`src/rtl/alu_seq_pkg.sv`:
```
// Shared types for the sequential ALU execution unit.
// Control codes, FSM states and main-control alu_op encodings.
package alu_seq_pkg;

  typedef enum logic [3:0] {
    ALU_ADD = 4'd0,
    ALU_SUB = 4'd1,
    ALU_AND = 4'd2,
    ALU_OR  = 4'd3,
    ALU_SLT = 4'd4,
    ALU_SLL = 4'd5,
    ALU_SRL = 4'd6,
    ALU_MUL = 4'd7
  } alu_ctrl_e;

  typedef enum logic [1:0] {
    ST_IDLE = 2'd0,
    ST_EXEC = 2'd1,
    ST_DONE = 2'd2
  } alu_state_e;

  localparam logic [1:0] OP_FUNC = 2'b00;
  localparam logic [1:0] OP_AND  = 2'b01;
  localparam logic [1:0] OP_SUB  = 2'b10;
  localparam logic [1:0] OP_ADD  = 2'b11;

endpackage

```
`src/rtl/alu_ctrl_decode.sv`:
```
// Maps (alu_op, func) to the internal ALU control code.
// Build option ALU_MUL_EN: when undefined, func 7 decodes as ADD.
import alu_seq_pkg::*;

module alu_ctrl_decode #(
  parameter int FUNC_W = 4
) (
  input  logic [1:0]        i_alu_op,
  input  logic [FUNC_W-1:0] i_func,
  output alu_ctrl_e         o_ctrl
);

  always_comb begin
    o_ctrl = ALU_ADD;
    unique case (1'b1)
      (i_alu_op == OP_ADD): o_ctrl = ALU_ADD;
      (i_alu_op == OP_SUB): o_ctrl = ALU_SUB;
      (i_alu_op == OP_AND): o_ctrl = ALU_AND;
      default: begin
        // func values above 7 fall back to ADD
        if ((i_func >> 3) == '0)
          o_ctrl = alu_ctrl_e'({1'b0, i_func[2:0]});
      end
    endcase
`ifndef ALU_MUL_EN
    if (o_ctrl == ALU_MUL)
      o_ctrl = ALU_ADD;
`endif
  end

endmodule

```
`src/rtl/alu_seq_unit.sv`:
```
// Handshaked ALU with single-cycle ops, bit-serial shifts and
// optional shift-add multiply (build option ALU_MUL_EN).
import alu_seq_pkg::*;

module alu_seq_unit #(
  parameter  int WIDTH   = 32,
  parameter  int FUNC_W  = 4,
  localparam int SHAMT_W = $clog2(WIDTH)
) (
  input  logic              clk,
  input  logic              rst_n,
  input  logic              in_valid,
  output logic              in_ready,
  input  logic [1:0]        alu_op,
  input  logic [FUNC_W-1:0] func,
  input  logic [WIDTH-1:0]  a,
  input  logic [WIDTH-1:0]  b,
  output logic              out_valid,
  input  logic              out_ready,
  output logic [WIDTH-1:0]  result,
  output logic              zero,
  output logic              busy
);

  localparam int CNT_W = SHAMT_W + 1;

  alu_state_e       r_state;
  alu_ctrl_e        r_ctrl;
  logic [WIDTH-1:0] r_a;
  logic [CNT_W-1:0] r_cnt;
  logic [WIDTH-1:0] r_result;
  logic             r_zero;
`ifdef ALU_MUL_EN
  logic [WIDTH-1:0] r_b;
  logic [WIDTH-1:0] r_acc;
`endif

  alu_ctrl_e          w_ctrl;
  logic [SHAMT_W-1:0] w_shamt;
  logic [WIDTH-1:0]   w_alu;
  logic               w_multi;
  logic               w_fire;
  logic [WIDTH-1:0]   w_step_a;
  logic [WIDTH-1:0]   w_fin;

  alu_ctrl_decode #(
    .FUNC_W (FUNC_W)
  ) u_dec (
    .i_alu_op (alu_op),
    .i_func   (func),
    .o_ctrl   (w_ctrl)
  );

  assign w_shamt   = b[SHAMT_W-1:0];
  assign w_fire    = in_valid & in_ready;
  assign in_ready  = (r_state == ST_IDLE);
  assign out_valid = (r_state == ST_DONE);
  assign busy      = (r_state != ST_IDLE);
  assign result    = r_result;
  assign zero      = r_zero;

  always_comb begin
    w_alu = a + b;
    unique case (w_ctrl)
      ALU_SUB: w_alu = a - b;
      ALU_AND: w_alu = a & b;
      ALU_OR:  w_alu = a | b;
      ALU_SLT: w_alu = {{(WIDTH-1){1'b0}},
                        ($signed(a) < $signed(b))};
      ALU_SLL: w_alu = a;
      ALU_SRL: w_alu = a;
      default: w_alu = a + b;
    endcase
  end

  always_comb begin
    w_multi = ((w_ctrl == ALU_SLL) || (w_ctrl == ALU_SRL))
              && (w_shamt != '0);
`ifdef ALU_MUL_EN
    if (w_ctrl == ALU_MUL)
      w_multi = 1'b1;
`endif
  end

  assign w_step_a = (r_ctrl == ALU_SRL) ? (r_a >> 1) : (r_a << 1);

`ifdef ALU_MUL_EN
  logic [WIDTH-1:0] w_acc_nxt;
  assign w_acc_nxt = r_acc + (r_b[0] ? r_a : '0);
  assign w_fin = (r_ctrl == ALU_MUL) ? w_acc_nxt : w_step_a;
`else
  assign w_fin = w_step_a;
`endif

  always_ff @(posedge clk or negedge rst_n) begin
    if (!rst_n) begin
      r_state  <= ST_IDLE;
      r_ctrl   <= ALU_ADD;
      r_a      <= '0;
      r_cnt    <= '0;
      r_result <= '0;
      r_zero   <= 1'b0;
`ifdef ALU_MUL_EN
      r_b      <= '0;
      r_acc    <= '0;
`endif
    end else begin
      unique case (r_state)
        ST_IDLE: begin
          if (w_fire) begin
            r_ctrl <= w_ctrl;
            r_a    <= a;
            if (w_multi) begin
              r_cnt   <= {1'b0, w_shamt};
              r_state <= ST_EXEC;
`ifdef ALU_MUL_EN
              r_b   <= b;
              r_acc <= '0;
              if (w_ctrl == ALU_MUL)
                r_cnt <= CNT_W'(WIDTH);
`endif
            end else begin
              r_result <= w_alu;
              r_zero   <= (w_alu == '0);
              r_state  <= ST_DONE;
            end
          end
        end
        ST_EXEC: begin
          r_a   <= w_step_a;
          r_cnt <= r_cnt - 1'b1;
`ifdef ALU_MUL_EN
          r_b   <= r_b >> 1;
          r_acc <= w_acc_nxt;
`endif
          // last iteration lands directly in the result register
          if (r_cnt == CNT_W'(1)) begin
            r_result <= w_fin;
            r_zero   <= (w_fin == '0);
            r_state  <= ST_DONE;
          end
        end
        ST_DONE: begin
          if (out_ready)
            r_state <= ST_IDLE;
        end
        default: r_state <= ST_IDLE;
      endcase
    end
  end

endmodule
```
`config.mk`:
```
export PLATFORM = sky130hd
export DESIGN_NAME = alu_seq_unit
export DESIGN_NICKNAME = d
export VERILOG_FILES = /design/src/rtl/alu_seq_pkg.sv /design/src/rtl/alu_ctrl_decode.sv /design/src/rtl/alu_seq_unit.sv
export SDC_FILE = /design/constraint.sdc
export NUM_CORES = 1
export LEC_CHECK = 0
export CORE_ASPECT_RATIO = 0.7
export CORE_UTILIZATION = 51
export CTS_BUF_LIST = sky130_fd_sc_hd__clkbuf_16
export DETAILED_ROUTE_END_ITERATION = 6
export GPL_TIMING_DRIVEN = 0
export PLACE_DENSITY = 0.8
export RECOVER_POWER = 100
export SYNTH_ARGS = -nofsm -noshare
export SYNTH_HDL_FRONTEND = slang
export SYNTH_HIERARCHICAL = 1
export SYNTH_SLANG_ARGS = --single-unit
```
`constraint.sdc`:
```
create_clock -name clk -period 5.5 [get_ports clk]
set_clock_uncertainty 0.2 [all_clocks]
set_input_delay 0.55 -clock clk [delete_from_list [all_inputs] [get_ports clk]]
set_output_delay 0.55 -clock clk [all_outputs]
set_load 0.01 [all_outputs]
```
* Word level (Yosys, flattened, before mapping)
Cells that the tools add are included.
Storage, ports and cells: bits in registers 77, input bits 74
Operators by class: magnitude comparators 1, multiplexer cells 23, equal/unequal tests 19, add/sub/neg operators 3, bitwise gates (word level) 3, reduce and logical (&&, ||, !) cells 15
Operator list (number):
- 32-bit 2-to-1 mux | 5
- 32-bit one-hot mux with 5 select lines | 1
- 32-bit one-hot mux with 2 select lines | 2
- 32-bit logical NOT | 2
- 32-bit adder | 1
- 32-bit AND | 1
- 32-bit < comparator | 1
- 32-bit OR | 1
- 32-bit subtractor | 1
- 4-bit by 3-bit == test with 1-bit output, second input constant | 5
- 6-bit 2-to-1 mux | 2
- 4-bit one-hot mux with 3 select lines | 1
- 6-bit one-hot mux with 2 select lines | 1
- 4-bit by 2-bit == test with 1-bit output, second input constant | 2
- 2-bit 2-to-1 mux | 4
- 2-bit == test, second input constant | 3
- 6-bit by 1-bit == test with 1-bit output, second input constant | 1
- 2-bit by 1-bit != test with 1-bit output, second input constant | 3
- 2-bit one-hot mux with 3 select lines | 1
- 3-bit AND reduction | 2
- 6-bit by 1-bit subtractor with 6-bit output, second input constant | 1
- 5-bit nonzero test | 1
- 2-bit by 1-bit == test with 1-bit output, second input constant | 2
- 4-bit by 1-bit == test with 1-bit output, second input constant | 1
- other kinds (14) | 19

* Longest topological paths before layout
depth in word-level cells 12, mapped depth 18, gate-level depth less buffers 15

* By module
The synthesis kept the hierarchy.
By module, submodules not included:
- alu_seq_unit | area each 9150.0 sq um, sequential area each 1926.8 sq um, cells an instance 1227, times used 1
- alu_ctrl_decode | area each 56.3 sq um, sequential area each 0.0 sq um, cells an instance 12, times used 1

* Worst setup path after synthesis
Ideal clock, no wire load.
path type input to register, start point in b[6], end point reg r_result[27], in the netlist result[27], data arrival time 3.395 ns, path buffers 1, slack 1.780 ns, library setup time 0.125 ns, data required time 5.175 ns, stages 14, cells stage by stage inv_1 ha_1 buf_2 nor2b_1 a2111oi_4 a211oi_1 or2_2 a2111oi_0 or3_1 o31ai_1 xnor2_1 a221oi_1 mux2i_1 mux2_2
On the way: longest elaborated chain between the ends 5
RTL lines:
- start: declaration | RTL line alu_seq_unit.sv:17 | input logic [WIDTH-1:0] b,
- 32-bit adder or 32-bit subtractor (tied branches) | RTL line alu_seq_unit.sv:72, alu_seq_unit.sv:65
- 32-bit one-hot mux with 5 select lines (*) | RTL line alu_seq_unit.sv:64 | unique case (w_ctrl)
- 32-bit 2-to-1 mux (*) | RTL line alu_seq_unit.sv:113 | if (w_multi) begin
- 32-bit 2-to-1 mux (*) | RTL line alu_seq_unit.sv:110 | if (w_fire) begin
- 32-bit one-hot mux with 2 select lines (*) | RTL line alu_seq_unit.sv:108 | unique case (r_state)
- end signal: assignment | RTL line alu_seq_unit.sv:123 | r_result <= w_alu;
- end signal: assignment | RTL line alu_seq_unit.sv:138 | r_result <= w_fin;
- end: declaration | RTL line alu_seq_unit.sv:31 | logic [WIDTH-1:0] r_result;
Every way passes the cells marked *; elsewhere a longest branch is shown, timed or not. The select of a mux whose other input is x is not followed. A chain may end at the register's enable or synchronous reset.

* Worst setup path in the final report
start point in func[2], end point reg r_zero, in the netlist zero
On the way: longest elaborated chain between the ends 11
RTL lines:
- start: declaration | RTL line alu_seq_unit.sv:15 | input logic [FUNC_W-1:0] func,
- 3-bit 2-to-1 mux (*) | RTL line alu_ctrl_decode.sv:21 | if ((i_func >> 3) == '0)
- 4-bit one-hot mux with 3 select lines (*) | RTL line alu_ctrl_decode.sv:15 | unique case (1'b1)
- 4-bit by 3-bit == test with 1-bit output (*) | RTL line alu_ctrl_decode.sv:26 | if (o_ctrl == ALU_MUL)
- 4-bit 2-to-1 mux (*) | RTL line alu_ctrl_decode.sv:26
- named net w_ctrl[0] | RTL line alu_seq_unit.sv:38 | alu_ctrl_e w_ctrl;
- 4-bit by 3-bit == test with 1-bit output | RTL line alu_seq_unit.sv:64, alu_seq_unit.sv:77
- 2-bit OR reduction (no line)
- 32-bit one-hot mux with 5 select lines | RTL line alu_seq_unit.sv:64
- 32-bit logical NOT | RTL line alu_seq_unit.sv:124 | r_zero <= (w_alu == '0);
- 1-bit 2-to-1 mux | RTL line alu_seq_unit.sv:113
- 1-bit 2-to-1 mux | RTL line alu_seq_unit.sv:110
- 1-bit one-hot mux with 2 select lines | RTL line alu_seq_unit.sv:108
- end signal: assignment | RTL line alu_seq_unit.sv:124
- end signal: assignment | RTL line alu_seq_unit.sv:139 | r_zero <= (w_fin == '0);
- end: declaration | RTL line alu_seq_unit.sv:32 | logic r_zero;
The timed path passes the listed nets; every way through them passes the cells marked *. The select of a mux whose other input is x is not followed.

==> impl_results.md <==
- Die width: 163 um
- Setup CP Type: input port to flop
- CP Capture Type: flop
- Nets: 1,536
- Max H-tree Level: 3
- Critical Path Fanout Max: 10
- Clock Path Buffers: 2
- # setup viols final: 0
- Leakage: 4.62 nW
- I/O pin cnt: 110
- Post-Syn Nets: 1,413
- Routed wire length: 39.3 mm
- Pint: 1.65 mW
- Post-Syn Area per Cell: 7.43 um^2
- Critical path startpoint category: input port
- Overflow after GRT: 0
- Post-synth EDFFs: 0
- Wire length of the first global-routing pass: 59.4 mm
- Total negative slack: 0 ps
- Share of total power in the clock network: 0.215
- Sequential-to-total area share from yosys stat: 0.209
- Sw Ratio: 0.432
- Hold Path Class: flop to flop
- Vias per inst: 6.93
- Max_cap viols: 2
- Worst r2r path cells: 10
- Largest net degree at the start of global routing: 45
- Max Freq: 185 MHz
- Peak VDD IR: 0.177 mV
- CTS tree: yes
- Max-slew violation count: 80
- Share of layout cells above drive strength 1: 0.0344
- Post-synth top area share: 0.209
- Ys flop type: dfrtp_1
- CP max stage delay: 1190 ps
- Switching power: 1.25 mW
- DP Area: 10,600 um^2
- Mapped Cells: 1,239
- Hold Path Depth: 2
- Yosys cell types: 75
- Starting Density: 0.529
- Post-synth top area cell: dfrtp_1
- Violated checks: max-capacitance violations, max-slew violations
- Power, Total: 2.90 mW
- Path length in cells of the critical path: 14
- Pre-CTS setup slack: -217 ps
- Worst-margin pin slew: 2540 ps
- Worst path required time: 5530 ps
- Die height: 114 um
- CP Buf/Inv Count: 4
- Hold slack final: 266 ps
- # diodes: 0
- Num CTS Buffers: 9
- Post-CTS Setup Bufs: 0
- Clock Latency Late Sink: 350 ps
- Status: finished, violations left
- Largest cells by area after synthesis: dfrtp_1, ha_1, a21oi_1, o21ai_0, nor2_1
- PwrDens: 266 nW/um^2
- Core area: 17,400 um^2
- IO Port Bufs: 109
- Finished Layout Cells: 1,598
- Dpl cells: 1,581
- Final Cycle Share: 0.984
- Critical path arrival: 5440 ps
- Total GRT Usage: 0.423
- Final Hold Viols: 0
- Clock Sinks: 77
- DIE AREA: 18,600 um^2
- DR WL/cell: 24.6 um
- Filler cells: 1,605
- Max_slew headroom: -0.693
- Crit path max-delay family: buffers and inverters
- Cell Area, Synth: 9210 um^2
- Unrepaired setup endpoints after global routing: no
- Antenna violations before repair: 0
- Post-layout min period: 5410 ps
- Combinational Power Share: 0.474
- Seq pwr share: 0.311
- Ys async rst share: 1.00
- Area Growth Syn to Fin: 18.6%
- DRC: 0
- Final WS setup: 89.4 ps
- #FFs+latches synth: 77
- Cells along the critical path: clkdlybuf4s50_1 > nand2_1 > a31oi_1 > nor2_1 > buf_2 > nor4b_2 > clkbuf_1 > clkbuf_1 > a221oi_1 > o2111a_1 > a31oi_1 > nor4_1 > nand4_1 > o21ai_1
- GPL Wtd Cong: 1.05
- Design area: 10,900 um^2
- Slowest stage cell, crit path: nor4b_2
- Dpl hpwl: 30.8 mm
- Yosys synthesis warning count: 6
- Post-DRT Antenna Nets: 0
- Worst-path clk slew: 60 ps
- First DRT Iteration DRCs: 1,607
- Vias post-DR: 11,072
- Final core occ: 0.627
- Vias in the first global route: 10,116
- Drt pass-1 iters: 6
- Root Driver: clkbuf_16
- FP Rows: 40
layer usage:
metal	up-vias	track usage	part of all wire
li1	4820	-	-
met4	0	0.135	0.033
met5	-	0	0
met3	119	0.129	0.15
met1	5239	0.612	0.42
met2	894	0.592	0.40
final cells by class:
cell class / instances / area [um^2] / share of cell area
multi-input combinational: 983 / 6610 / 0.605
sequential: 77 / 1930 / 0.176
timing repair buffer: 112 / 1100 / 0.101
inverter: 101 / 379 / 0.0347
buffer: 78 / 305 / 0.0280
tap: 231 / 289 / 0.0265
clock buffer: 9 / 225 / 0.0206
clock inverter: 7 / 81.3 / 0.00745
flip-flops by register name (all words and copies together), names as in the netlist:
register and cells:
r_ctrl 4, r_a 32, result 32, r_state 2
zero 1, r_cnt 6
power by group through the flow:
| stage | sequential [mW] | combinational [mW] | clock [mW] |
|---|---|---|---|
| 2_1_floorplan | 0.912 | 0.730 | 0 |
| 3_3_place_gp | 0.895 | 1.34 | 0 |
| 3_5_place_dp | 0.904 | 1.35 | 0 |
| 4_1_cts | 0.899 | 1.37 | 0.613 |
| 5_1_grt | 0.918 | 1.48 | 0.638 |
| 6_report | 0.903 | 1.38 | 0.624 |
cells by family (layout without fill, tap and decap cells):
group / count (synthesis) / count (layout) / synth area share
compound gates: 460 / 460 / 0.334
xor+xnor: 6 / 6 / 0.00571
fa+ha+maj: 100 / 100 / 0.138
buf+inv: 179 / 307 / 0.0741
flops: 77 / 77 / 0.209
mux: 43 / 43 / 0.0481
other cells: 1 / 1 / 0.000407
simple gates: 373 / 373 / 0.191
what timing repair did:
item                                    4_1_cts  5_1_grt
hold endpoints to repair                     33        0
endpoints found under the setup margin        0        4
gates resized for setup                       0        6
hold buffers                                  1        0
tightest hold or removal path, delay by kind of cell (launching register included):
kind             cells  cell delay [ps]
DFF                  1              340
and+or+nand+nor      2              100
synthesized netlist by cell type (all sizes together), types with 5 or more instances:
cell type and count:
ha 98, nor2 130, clkbuf 63, a22oi 34, mux2i 33, o211a 8
xnor2 5, o21bai 9, inv 101, a221o 15, nand2 93, and2 8
nand4 13, a221oi 26, o221ai 10, mux2 10, or3 9, nor2b 12
a32oi 6, or4 5, o31ai 14, a2111oi 5, dfrtp 77, o211ai 13
a21oi 119, nand2b 14, buf 15, o21ai 114, nor3 27, a21o 11
o311ai 6, a31oi 11, nor4 17, a211oi 14, nand3 25
final timing paths:
check / startpoint / endpoint / slack (ps)
setup / recovery: func[2] / zero / 90
hold / removal: result[3] / result[3] / 270
setup reg to reg: r_state[1] / zero / 1970
max in group asynchronous: rst_n / result[12] / 940
min in group asynchronous: rst_n / result[25] / 1010
hold reg to reg: result[3] / result[3] / 270
cells in the final DEF, fill, tap and decap left out, types with 10 or more instances in the layout:
cell,netlist,final
ha_1,98,98
nor2b_1,12,12
o211ai_1,13,13
nor2_1,130,130
inv_1,101,101
a221oi_1,25,25
nor3_1,27,26
a211oi_1,14,13
o21ai_0,109,111
nand2_1,93,93
clkdlybuf4s50_1,0,70
a22oi_1,34,34
mux2i_1,33,33
nor4_1,17,17
nand2b_1,14,14
a21o_1,11,11
a221o_1,15,15
dlygate4sd3_1,0,39
o31ai_1,14,14
clkbuf_1,63,68
a21oi_1,119,118
o221ai_1,10,10
a31oi_1,11,11
dfrtp_1,77,77
nand4_1,13,13
nand3_1,25,25
Power figures use the tool's default switching activity.
==> RTL change: new RTL, config.mk and constraints unchanged <==
Remove the case item `ALU_SUB` of the case on `w_ctrl`.
--- a/src/rtl/alu_seq_unit.sv
+++ b/src/rtl/alu_seq_unit.sv
@@ -62,7 +62,6 @@
   always_comb begin
     w_alu = a + b;
     unique case (w_ctrl)
-      ALU_SUB: w_alu = a - b;
       ALU_AND: w_alu = a & b;
       ALU_OR:  w_alu = a | b;
       ALU_SLT: w_alu = {{(WIDTH-1){1'b0}},
Formal check against the unedited RTL: not equivalent (Yosys sat finds a counterexample within 4 cycles, from zero or initial values and one cycle with rst_n low).
==> RTL change against the unedited design <==
Critical path type unchanged; clock power grew 17%; sequential cell count is the same; critical endpoint unchanged; via count shrank 23%; synthesized area shrank 12%; routed wire length shrank 31%; critical path depth shrank 1; the flow finishes with violations (DRC, capacitance limit, slew limit); die area shrank 12%; setup slack gained 580 ps; total power shrank 10%; sequential share of layout area grew 2.1 points; design area shrank 10%.
==> RTL change: results (changes against the unedited design) <==
stage,metric,value,unit,change
final_layout,final net count,1320,,"was 1,536"
synthesis,synth top area cells,"dfrtp_1 (24%), ha_1 (15%), a21oi_1 (5.5%)",,"was dfrtp_1 (21%), ha_1 (13%), a21oi_1 (6.5%)"
hold_path,Tightest Hold Check Type,reg -> reg,,unchanged
route,drt first-iter violations,1234,,"was 1,607"
run,number of max-cap violations,1,,was 2
route,vias per cell,6.27,,was 6.93
cts,Max Root-Sink Buffers,2,,unchanged
grt,gr usage total,33.8,%,was 42.3%
synthesis,proportion of synthesized area in mux cells,6.16,%,was 4.81%
critical_path,critical path's slowest cell,dlygate4sd3_1,,was nor4b_2
synthesis,ys async rst share,100,%,unchanged
synthesis,"top cells by count, synth","ha_1 (98), nand2_1 (96), inv_1 (94)",,"was nor2_1 (130), a21oi_1 (119), o21ai_0 (109)"
synthesis,adder-cell area share of the yosys netlist,15.4,%,was 13.8%
critical_path,start point of the critical path,b[3],,was func[2]
timing,worst slew margin relative to its limit,-30.9,%,was -69.3%
placement,RD Place Congestion,0.959,,was 1.05
critical_path,r2r startpoint,r_state[1],,unchanged
route,DR DRC count,10,,was 0
synthesis,post-synthesis compound-gate area fraction,26.3,%,was 33.4%
power_and_ir_drop,LEAKAGE,4.28,nW,was 4.62 nW
route,drt first pass iters,7,,was 6
run_status,failing checks,"DRC, capacitance limit, slew limit",,"was capacitance limit, slew limit"
synthesis,average size of a mapped cell,7.88,um^2,was 7.43 um^2
cts,CTS root buf,clkbuf_16,,unchanged
critical_path,Setup CP Type,in -> reg,,unchanged
synthesis,Synth Net Count,1198,,"was 1,413"
cts,H-tree lvl count,3,,unchanged
power_and_ir_drop,Worst IR Drop VDD,0.167,mV,was 0.177 mV
route,routed len/inst,20.0,um,was 24.6 um
placement,Port Buffers,109,,unchanged
final_layout,"commonest non-fill, non-tap cell in the layout",ha_1,,was nor2_1
run_status,outcome,"complete, but fails checks",,unchanged
placement,HPWL Detailed,21100,um,"was 30,800 um"
critical_path,top fanout value on the critical path,7,,was 10
hold_path,Worst Hold Endpoint,result[7],,was result[3]
critical_path,reg2reg path depth,12,,was 10
timing,Final Max Slew Viols,34,,was 80
grt,number of global-route vias before repair,7833,,"was 10,116"
grt,first-pass GRT wire length,43100,um,"was 59,400 um"
critical_path,Top delay family on crit path,compound AO/OA/AOI/OAI gates,,was buffers and inverters
critical_path,critical path's largest stage delay,680,ps,was 1190 ps
hold_path,Worst Min Path Start,result[7],,was result[3]
synthesis,sequential share of the synthesized area,23.9,%,was 20.9%
critical_path,r2r setup slk,2040,ps,was 1970 ps
route,vias post-DR,8475,,"was 11,072"
critical_path,critical path endpoint,zero,,unchanged
final_layout,fraction of layout cells with a size suffix above 1,3.99,%,was 3.44%
synthesis,XOR/XNOR Fraction of Synth Area,2.59,%,was 0.571%
-- RTL change: cell count changes in the layout (fill, tap and decap cells not counted), sizes merged, moves of 6 or more --
cell and change:
mux2i +10, and3 +6, nor3 -16, nor2 -56, o211a -8, a221oi -18, xnor2 +12, a222oi +7
clkbuf -14, o21ai -37, o221ai -8, a221o -10, inv -9, a21oi -31
-- RTL change: power breakdown --
| group | leakage (nW) | switching (mW) | total, mW | internal (mW) |
|---|---|---|---|---|
| clock | 0.173 | 0.243 | 0.731 | 0.488 |
| combinational | 3.17 | 0.601 | 1.04 | 0.435 |
| sequential | 0.935 | 0.127 | 0.836 | 0.709 |
-- RTL change: through the flow --
step	cell area, um^2	util (%)	hold WS (ps)	setup slack [ps]
2_1_floorplan	8080	-	54.4	2110
3_3_place_gp	9420	60.8	250	881
3_5_place_dp	9440	60.9	258	826
4_1_cts	9810	63.3	272	1160
5_1_grt	9780	63.1	302	373
6_report	9780	63.1	262	671
-- RTL change: timing repair --
action                                 CTS  global route
endpoints found under the hold margin   33             0
hold buffers                             1             0
setup buffers                            0             0
gates resized for setup                  0             0
-- RTL change: routing by layer --
layer / GRT usage, % / wire (um) / vias up
met2: 49.6 / 11000 / 535
met5: 0 / 0 / -
met1: 50.6 / 12000 / 3984
met4: 8.23 / 385 / 0
met3: 6.64 / 3640 / 41
li1: - / - / 3915
-- RTL change: final cells by class --
class | count | area, um^2
buffer | 68 | 283
clock buffer | 9 | 225
clock inverter | 7 | 139
fill | 1357 | 5720
inverter | 94 | 353
multi-input combinational | 786 | 5480
sequential | 77 | 1930
tap | 200 | 250
timing repair buffer | 111 | 1110
-- RTL change: tightest hold or removal path, stage by stage (launching register included) --
cell and delay [ps]:
dfrtp_1 340, nand2_1 50, nand2_1 50
